## config.mk

```make
export PLATFORM = sky130hd
export DESIGN_NAME = brainhack_prog_loader
export DESIGN_NICKNAME = d
export VERILOG_FILES = /design/src/rtl/brainhack_prog_loader_pkg.sv /design/src/rtl/brainhack_prog_loader_opcode_decode.sv /design/src/rtl/brainhack_prog_loader.sv
export SDC_FILE = /design/constraint.sdc
export NUM_CORES = 1
export LEC_CHECK = 0
export ABC_CLOCK_PERIOD_IN_PS = 2320
export CORE_MARGIN = 3
export CORE_UTILIZATION = 30
export DETAILED_ROUTE_END_ITERATION = 8
export DONT_BUFFER_PORTS = 1
export GPL_TIMING_DRIVEN = 0
export PLACE_DENSITY = 0.41
export SLEW_MARGIN = 20
export SYNTH_ARGS = -nofsm -noshare
export SYNTH_HDL_FRONTEND = slang
export SYNTH_SLANG_ARGS = --single-unit
```

## constraint.sdc

```tcl
create_clock -name i_clock -period 2.32 [get_ports i_clock]
set_input_delay 0.348 -clock i_clock [delete_from_list [all_inputs] [get_ports i_clock]]
set_output_delay 0.348 -clock i_clock [all_outputs]
set_load 0.01 [all_outputs]
```

## src/rtl/brainhack_prog_loader_pkg.sv

```systemverilog
// Shared constants for the brainhack program loader: opcode characters, error codes, FSM states.
package brainhack_prog_loader_pkg;

  localparam logic [7:0] c_op_inc        = 8'h2B;
  localparam logic [7:0] c_op_dec        = 8'h2D;
  localparam logic [7:0] c_op_left       = 8'h3C;
  localparam logic [7:0] c_op_right      = 8'h3E;
  localparam logic [7:0] c_op_open       = 8'h5B;
  localparam logic [7:0] c_op_close      = 8'h5D;
  localparam logic [7:0] c_op_out        = 8'h2E;
  localparam logic [7:0] c_op_in         = 8'h2C;
  localparam logic [7:0] c_terminator    = 8'h00;

  localparam logic [1:0] c_err_none       = 2'b00;
  localparam logic [1:0] c_err_overflow   = 2'b01;
  localparam logic [1:0] c_err_unbalanced = 2'b10;
  localparam logic [1:0] c_err_nesting    = 2'b11;

  typedef enum logic [2:0] {
    ST_IDLE,
    ST_LOAD,
    ST_TERM,
    ST_DONE,
    ST_ERR
  } state_e;

endpackage

```

## src/rtl/brainhack_prog_loader_opcode_decode.sv

```systemverilog
// Combinational Brainfuck opcode classifier; zero latency, no flow control.
// Shared with the core's instruction decoder.
module brainhack_opcode_decode
  import brainhack_prog_loader_pkg::*;
(
  input  logic [7:0] i_byte,
  output logic       o_is_opcode,
  output logic       o_is_open,
  output logic       o_is_close
);

  assign o_is_open   = (i_byte == c_op_open);
  assign o_is_close  = (i_byte == c_op_close);
  assign o_is_opcode = (i_byte == c_op_inc)  || (i_byte == c_op_dec)   ||
                       (i_byte == c_op_left) || (i_byte == c_op_right) ||
                       (i_byte == c_op_out)  || (i_byte == c_op_in)    ||
                       o_is_open || o_is_close;

endmodule

```

## src/rtl/brainhack_prog_loader.sv

```systemverilog
// Filters a byte stream into program memory, checks bracket balance/depth, writes the terminator.
// Memory writes land one cycle after the accepting edge; ready is high only while loading.
module brainhack_prog_loader
  import brainhack_prog_loader_pkg::*;
#(
  parameter int unsigned c_prgmem_addr_width = 8,
  parameter int unsigned c_stack_addr_width  = 4
) (
  input  logic                           i_clock,
  input  logic                           i_reset_n,
  input  logic                           i_start,
  input  logic                           i_rx_valid,
  input  logic [7:0]                     i_rx_data,
  output logic                           o_rx_ready,
  output logic                           o_prgmem_we,
  output logic [c_prgmem_addr_width-1:0] o_prgmem_addr,
  output logic [7:0]                     o_prgmem_data,
  output logic                           o_core_hold,
  output logic                           o_done,
  output logic                           o_error,
  output logic [1:0]                     o_err_code,
  output logic [c_prgmem_addr_width-1:0] o_length
);

  localparam int unsigned W = c_prgmem_addr_width;
  localparam int unsigned D = c_stack_addr_width + 1;
  // Last address is kept free for the terminator.
  localparam logic [W-1:0] c_count_max = '1;
  localparam logic [D-1:0] c_depth_max = {1'b1, {c_stack_addr_width{1'b0}}};

  state_e         state_q, state_d;
  logic [W-1:0]   count_q, count_d;
  logic [D-1:0]   depth_q, depth_d;
  logic           we_q, we_d;
  logic [W-1:0]   addr_q, addr_d;
  logic [7:0]     data_q, data_d;
  logic [1:0]     err_code_q, err_code_d;
  logic [W-1:0]   length_q, length_d;

  logic is_opcode, is_open, is_close, xfer;

  brainhack_opcode_decode u_decode (
    .i_byte      (i_rx_data),
    .o_is_opcode (is_opcode),
    .o_is_open   (is_open),
    .o_is_close  (is_close)
  );

  assign xfer = i_rx_valid && (state_q == ST_LOAD);

  always_comb begin
    state_d    = state_q;
    count_d    = count_q;
    depth_d    = depth_q;
    we_d       = 1'b0;
    addr_d     = addr_q;
    data_d     = data_q;
    err_code_d = err_code_q;
    length_d   = length_q;
    case (state_q)
      ST_IDLE, ST_DONE, ST_ERR: begin
        if (i_start) begin
          state_d    = ST_LOAD;
          count_d    = '0;
          depth_d    = '0;
          err_code_d = c_err_none;
        end
      end
      ST_LOAD: begin
        if (xfer) begin
          if (is_opcode) begin
            if (count_q == c_count_max) begin
              state_d    = ST_ERR;
              err_code_d = c_err_overflow;
            end else if (is_close && depth_q == '0) begin
              state_d    = ST_ERR;
              err_code_d = c_err_unbalanced;
            end else if (is_open && depth_q == c_depth_max) begin
              state_d    = ST_ERR;
              err_code_d = c_err_nesting;
            end else begin
              we_d    = 1'b1;
              addr_d  = count_q;
              data_d  = i_rx_data;
              count_d = count_q + W'(1);
              if (is_open)  depth_d = depth_q + D'(1);
              if (is_close) depth_d = depth_q - D'(1);
            end
          end else if (i_rx_data == c_terminator) begin
            if (depth_q != '0) begin
              state_d    = ST_ERR;
              err_code_d = c_err_unbalanced;
            end else begin
              // Terminator write is registered here so it is on the port during TERM.
              state_d  = ST_TERM;
              we_d     = 1'b1;
              addr_d   = count_q;
              data_d   = c_terminator;
              length_d = count_q;
            end
          end
        end
      end
      ST_TERM: state_d = ST_DONE;
      default: state_d = ST_IDLE;
    endcase
  end

  always_ff @(posedge i_clock or negedge i_reset_n) begin
    if (!i_reset_n) begin
      state_q    <= ST_IDLE;
      count_q    <= '0;
      depth_q    <= '0;
      we_q       <= 1'b0;
      addr_q     <= '0;
      data_q     <= '0;
      err_code_q <= c_err_none;
      length_q   <= '0;
    end else begin
      state_q    <= state_d;
      count_q    <= count_d;
      depth_q    <= depth_d;
      we_q       <= we_d;
      addr_q     <= addr_d;
      data_q     <= data_d;
      err_code_q <= err_code_d;
      length_q   <= length_d;
    end
  end

  assign o_rx_ready    = (state_q == ST_LOAD);
  assign o_prgmem_we   = we_q;
  assign o_prgmem_addr = addr_q;
  assign o_prgmem_data = data_q;
  assign o_core_hold   = (state_q != ST_DONE);
  assign o_done        = (state_q == ST_DONE);
  assign o_error       = (state_q == ST_ERR);
  assign o_err_code    = err_code_q;
  assign o_length      = length_q;

endmodule

```

==> results.md, run 1 <==
- Post-Syn Area: 0.002223 sq mm
- Sequential cell area fraction in the yosys report: 0.4840
- Die footprint: 0.008481 sq mm
- Hold crit path type: input port to flip-flop
- Port Buf Inserts: 0
- WL met2: 2262 um
- Measured slew at the worst slew-check pin: 0.6128 ns
- Max VDD drop: 0.3523 mV
- Area leader, netlist: dfrtp_1
- Synth Area in Adders: 0.03151
- Final Cycle Share: 0.9550
- DR DRC count: 0
- CTS buffer count: 5
- Synth unique cells: 49
- Kind of critical path: flip-flop to flip-flop
- Met1 Wirelength: 2807 um
- Yosys top cell area share: 0.4840
- Post-Syn Instances: 216
- Clk_lat worst skew: 0.29 ns
- Cell row count: 30
- Vias post-DR: 1621
- Max Fclk: 451.3 MHz
- Synth top area cells: dfrtp_1, mux2_2, nand2_1
- CP Max Fanout: 10
- CP Data Arrival Time: 2.45 ns
- Hold slack final: 0.2058 ns
- Mux cell area share after synthesis: 0.09004
- Post-DP HPWL: 3751 um
- Final Hold Fails: 0
- Slack of the critical path: 0.1044 ns
- Complex-gate fraction of the synthesized area: 0.1688
- Metal3 WL: 242 um
- Root buffer cell: clkbuf_8
- Synthesis Warnings: 0
- Final global-route overflow total: 0
- Share of cells above drive strength 1: 0.1842
- Routability cong.: 0.7315
- Die Wd: 92.09 um
- Area Growth Syn to Fin: 14.18%
- Reg clk slew, reported paths: 0.08 ns
- Avg WL per Cell: 16.58 um
- Vias in the first global route: 1595
- Crit end category: flip-flop
- First-pass DRT Iterations: 4
- Initial antenna violation count: 0
- # fillers: 731
- Inst Count DP: 312
- H-tree Lvls: 2
- Final nets: 244
- Number of diodes: 0
- Starting Density: 0.3185
- # setup viols final: 0
- Simple-Gate Fraction of Synth Area: 0.1885
- Routed Antenna Nets: 0
- Uppermost layer routed: met4
- Async SR Flop Fraction: 1.000
- RSZ-0062 raised after global routing: true
- Post-Layout Cell Count: 324
- DRT iter0 DRCs: 91
- First-pass GRT wire length: 8728 um
- Most frequent cells in the layout: dfrtp_1, nand2_1, o21ai_0
- Ports: 43
- P_leak: 1.173 nW
- Final Skew: 0.006148 ns
- Relative slew slack: 0.5897
- Syn nets: 233
- Max-cap viol count: 0
- Core Footprint: 0.006982 sq mm
- Max Buffers Root-to-Sink: 2
- Die height: 92.09 um
- Post-synth EDFFs: 0
- Main combinational cell family by area after synthesis: simple AND/OR/NAND/NOR gates
- Vias per inst: 5.003
- DRT Wirelength: 5371 um
- Post-synthesis xor/xnor area fraction: 0.007878
- Reg2reg setup slack: 0.10 ns
- CTS tree: built
- Syn_area_per_cell: 10.29 sq um
- Largest net degree at the start of global routing: 44
- Pins Over Slew Limit: 0
- Outcome: completed
- Req. time, crit path: 2.55 ns
- Fin crit period: 2.216 ns
- Total global-route track usage: 0.1314
- Pre-CTS setup slack: -0.2733 ns
- Flops & latches, synth: 43
- CP Launch Type: flip-flop
- PwrDens: 809.4 mW/mm^2
- Most common cell after layout, fill and taps aside: dfrtp_1
- Clk sinks: 43
- Most used flip-flop cell after synthesis: dfrtp_1
## worst max-delay path, cell delays in order, from the launching register on
cell and delay (ns):
dfrtp_2 0.47, ha_1 0.27, nand2_1 0.12, nor3_4 0.07, a211oi_4 0.50, nand3_1 0.20
or4_1 0.43, nand3_1 0.09
## path summary, 6_finish.rpt
check / end / start / depth (start not counted)
setup / recovery: count_q[7] / count_q[0] / 7
hold / removal: o_prgmem_data[1] / i_rx_data[1] / 2
setup reg to reg: count_q[7] / count_q[0] / 7
hold reg to reg: o_prgmem_addr[6] / o_prgmem_addr[6] / 2
max in group asynchronous: count_q[0] / i_reset_n / 2
min in group asynchronous: o_prgmem_addr[3] / i_reset_n / 2
## cell families after synthesis
family                   Yosys count
XOR/XNOR                           2
flip-flops                        43
AND/OR/NAND/NOR                   80
buffers and inverters             15
AO/OA/AOI/OAI                     53
multiplexers                      18
adder cells (fa/ha/maj)            5
## cell type report
cell class / instances / area [sq um] / share of cell area
inverters: 8 / 30.03 / 0.01183
clock buffers: 8 / 100.1 / 0.03943
plain buffers: 7 / 35.03 / 0.01380
multi-input cells: 158 / 1124 / 0.4426
well taps: 96 / 120.1 / 0.04731
flip-flops and latches: 43 / 1077 / 0.4243
repair buffers: 4 / 52.55 / 0.02070
## metal layers
metal  up-vias  track usage
met5         -            0
met4         0      0.03713
met3         6      0.03610
met2        26       0.1843
met1       784       0.1954
li1        805            -
## repair_timing
action                                 in CTS  in global routing
pin swaps                                   0                  1
setup endpoints to repair                  25                 22
buffers inserted                            0                  2
hold buffers                                2                  0
gates resized for setup                     4                  4
endpoints found under the hold margin      43                  0
## power breakdown
group / leakage (nW) / switching, mW / internal [mW]
sequential: 0.589 / 0.0873 / 0.810
combinational: 0.532 / 0.383 / 0.249
clock: 0.0515 / 0.253 / 0.272
total: 1.17 / 0.723 / 1.33
## Yosys cell counts (all sizes together) (2+ instances only)
| cell | n |
|---|---|
| a21oi | 7 |
| o31ai | 4 |
| and3b | 2 |
| and3 | 3 |
| nor2 | 9 |
| dfrtp | 43 |
| nand3 | 6 |
| nor4 | 2 |
| nor3 | 5 |
| or4 | 3 |
| clkbuf | 2 |
| nand2 | 30 |
| a22o | 2 |
| mux2i | 2 |
| nand3b | 3 |
| inv | 8 |
| mux2 | 16 |
| o21ai | 20 |
| a21o | 3 |
| ha | 4 |
| nand4 | 2 |
| and2 | 2 |
| nor3b | 3 |
| o211ai | 5 |
| buf | 5 |
| nor2b | 5 |
| a41oi | 2 |
## metrics by stage
stage	total power [mW]	TNS (ns)	util	cell area, sq um
3_5_place_dp	1.489	-4.013	0.3357	2344
3_3_place_gp	1.490	-4.352	0.3357	2344
4_1_cts	2.061	0	0.3588	2505
5_1_grt	2.210	-0.03502	0.3636	2539
2_1_floorplan	1.333	0	-	2223
6_report	2.055	0	0.3636	2539
## sequential cells by signal, indices dropped and copies added (netlist names)
register	flops
count_q	8
o_prgmem_addr	8
state_q	3
depth_q	5
o_prgmem_data	8
o_length	8
o_prgmem_we	1
o_err_code	2
No activity file was read; power rests on OpenSTA's default activity.
==> inputs of run 2 (changes only) <==
--- a/config.mk
+++ b/config.mk
@@ -7,11 +7,11 @@
 export LEC_CHECK = 0
 export ABC_CLOCK_PERIOD_IN_PS = 2320
 export CORE_MARGIN = 3
-export CORE_UTILIZATION = 30
+export CORE_UTILIZATION = 55
 export DETAILED_ROUTE_END_ITERATION = 8
 export DONT_BUFFER_PORTS = 1
 export GPL_TIMING_DRIVEN = 0
-export PLACE_DENSITY = 0.41
+export PLACE_DENSITY = 0.7
 export SLEW_MARGIN = 20
 export SYNTH_ARGS = -nofsm -noshare
 export SYNTH_HDL_FRONTEND = slang
==> results.md, run 2 (synthesis results as in run 1) <==
- Routability cong.: 0.8524 (+17%)
- Relative slew slack: 0.6512 (+0.06154)
- R2R depth: 6 (-1)
- Final Skew: 0.002829 ns (-0.003319 ns)
- Sequential cell area: 0.001077 sq mm (unchanged)
- CP Launch Type: flip-flop
- Max Buffers Root-to-Sink: 2 (unchanged)
- DR DRC count: 0 (unchanged)
- Post-CTS Setup Inserts: 0 (unchanged)
- PwrDens: 801.1 mW/mm^2 (-1.0%)
- Most frequent cells in the layout: dfrtp_1, nand2_1, o21ai_0
- First-pass DRT Iterations: 4 (unchanged)
- # fillers: 297 (-59%)
- Pre-CTS setup slack: -0.1393 ns (+0.1340 ns)
- Power Total: 1.942 mW (-5.5%)
- Util after Layout: 0.6430 (+0.2794)
- Worst setup path endpoint: count_q[7]
- Outcome: completed
- Worst R2R End: count_q[7]
- Vias post-DR: 1645 (+1.5%)
- Hold slack final: 0.1813 ns (-0.02450 ns)
- CP Data Arrival Time: 2.40 ns (-0.05 ns)
- Port Buf Inserts: 0 (unchanged)
- Post-DP HPWL: 3438 um (-8.4%)
- Max-cap viol count: 0 (unchanged)
- Clk sinks: 43 (unchanged)
- Startpoint of the worst hold path: i_rx_data[4]
- First-pass GRT wire length: 7893 um (-9.6%)
- RSZ-0062 raised after global routing: false
- P_leak: 1.134 nW (-3.3%)
- Slack of the critical path: 0.1543 ns (+0.04998 ns)
- Starting Density: 0.5896 (+0.2711)
- Most common cell after layout, fill and taps aside: dfrtp_1
- Clk_lat worst skew: 0.29 ns (about the same)
- Hold crit path type: input port to flip-flop
- Core Footprint: 0.003771 sq mm (-46%)
- Fin crit period: 2.166 ns (-0.04998 ns)
- Cell row count: 22 (-27%)
- CTS buffer count: 5 (unchanged)
- Largest net degree at the start of global routing: 44 (unchanged)
- Initial antenna violation count: 0 (unchanged)
- Inst Count DP: 264 (-15%)
- Pins Over Slew Limit: 0 (unchanged)
- Total global-route track usage: 0.2031 (+0.07176)
- Die height: 69.58 um (-24%)
- Final Hold Fails: 0 (unchanged)
- Max VDD drop: 0.5388 mV (+53%)
- Reg2reg setup slack: 0.15 ns (+0.05 ns)
- CTS tree: built
- Critical Path Start: depth_q[4]
- # setup viols final: 0 (unchanged)
- Vias in the first global route: 1643 (+3.0%)
- Routed Antenna Nets: 0 (unchanged)
- Root buffer cell: clkbuf_8
- Vias per inst: 6.026 (+20%)
- DRT Wirelength: 4601 um (-14%)
- Area Growth Syn to Fin: 9.060%
- Post-Layout Cell Count: 273 (-16%)
- Max Fclk: 461.8 MHz (+2.3%)
- Reg clk slew, reported paths: 0.08 ns (about the same)
- Avg WL per Cell: 16.85 um (+1.7%)
- Number of diodes: 0 (unchanged)
- Area of the multi-input gates: 0.001110 sq mm (-1.2%)
- Crit end category: flip-flop
- Req. time, crit path: 2.56 ns (about the same)
- DRT iter0 DRCs: 56 (-38%)
- Final Cycle Share: 0.9335 (-0.02154)
- CP Max Fanout: 10 (unchanged)
- Measured slew at the worst slew-check pin: 0.5209 ns (-0.09191 ns)
- Final nets: 242 (-0.82%)
- Kind of critical path: flip-flop to flip-flop
- Ports: 43 (unchanged)
- Die footprint: 0.004841 sq mm (-43%)
- Worst r2r src: depth_q[4]
- Die Wd: 69.58 um (-24%)
- Share of cells above drive strength 1: 0.1822 (-0.001988)
- Final global-route overflow total: 0 (unchanged)
- H-tree Lvls: 2 (unchanged)
run 2: worst min-delay path by stage:
stage                             to  slack, ns  cells past startpoint
global route        o_prgmem_data[4]       0.19                      2
finish              o_prgmem_data[4]       0.18                      2
CTS                 o_prgmem_data[4]       0.18                      2
floorplan                 count_q[0]       0.05                      0
global placement         o_length[3]       0.05                      0
detailed placement       o_length[3]       0.05                      0
run 2: timing repair:
action	in CTS	in global routing
pin swaps	0	0
endpoints found under the hold margin	43	0
gates resized for setup	2	5
hold buffers	2	0
setup endpoints to repair	18	13
run 2: power by group:
part / internal, mW / switching [mW]
combinational: 0.235 / 0.367
clock: 0.206 / 0.246
sequential: 0.810 / 0.0788
total: 1.25 / 0.692
run 2: critical path: stages, from the launching register on:
cell and delay, ns:
dfrtp_1 0.45, and3b_1 0.19, o2111a_2 0.31, a211oi_4 0.43, nand3_1 0.20, or4_1 0.42, nand3_1 0.09
run 2: metrics by stage:
step | instance area [sq um] | TNS [ns]
after global placement | 2283 | -0.9602
after floorplan | 2223 | 0
after global routing | 2425 | 0
final | 2425 | 0
after detailed placement | 2283 | -1.600
after CTS | 2407 | 0
run 2: final cells by class:
class / instances / area share
plain buffers: 7 / 0.01445
clock buffers: 5 / 0.02838
clock inverters: 2 / 0.005676
inverters: 8 / 0.01238
multi-input cells: 158 / 0.4577
flip-flops and latches: 43 / 0.4443
well taps: 48 / 0.02477
repair buffers: 2 / 0.01238
run 2: per-layer routing:
metal | up-vias | GRT usage | routed length (um)
met5 | - | 0 | 0
met4 | 0 | 0.08460 | 67
met3 | 7 | 0.05797 | 292
met2 | 39 | 0.3093 | 2139
met1 | 785 | 0.2720 | 2101
li1 | 814 | - | -
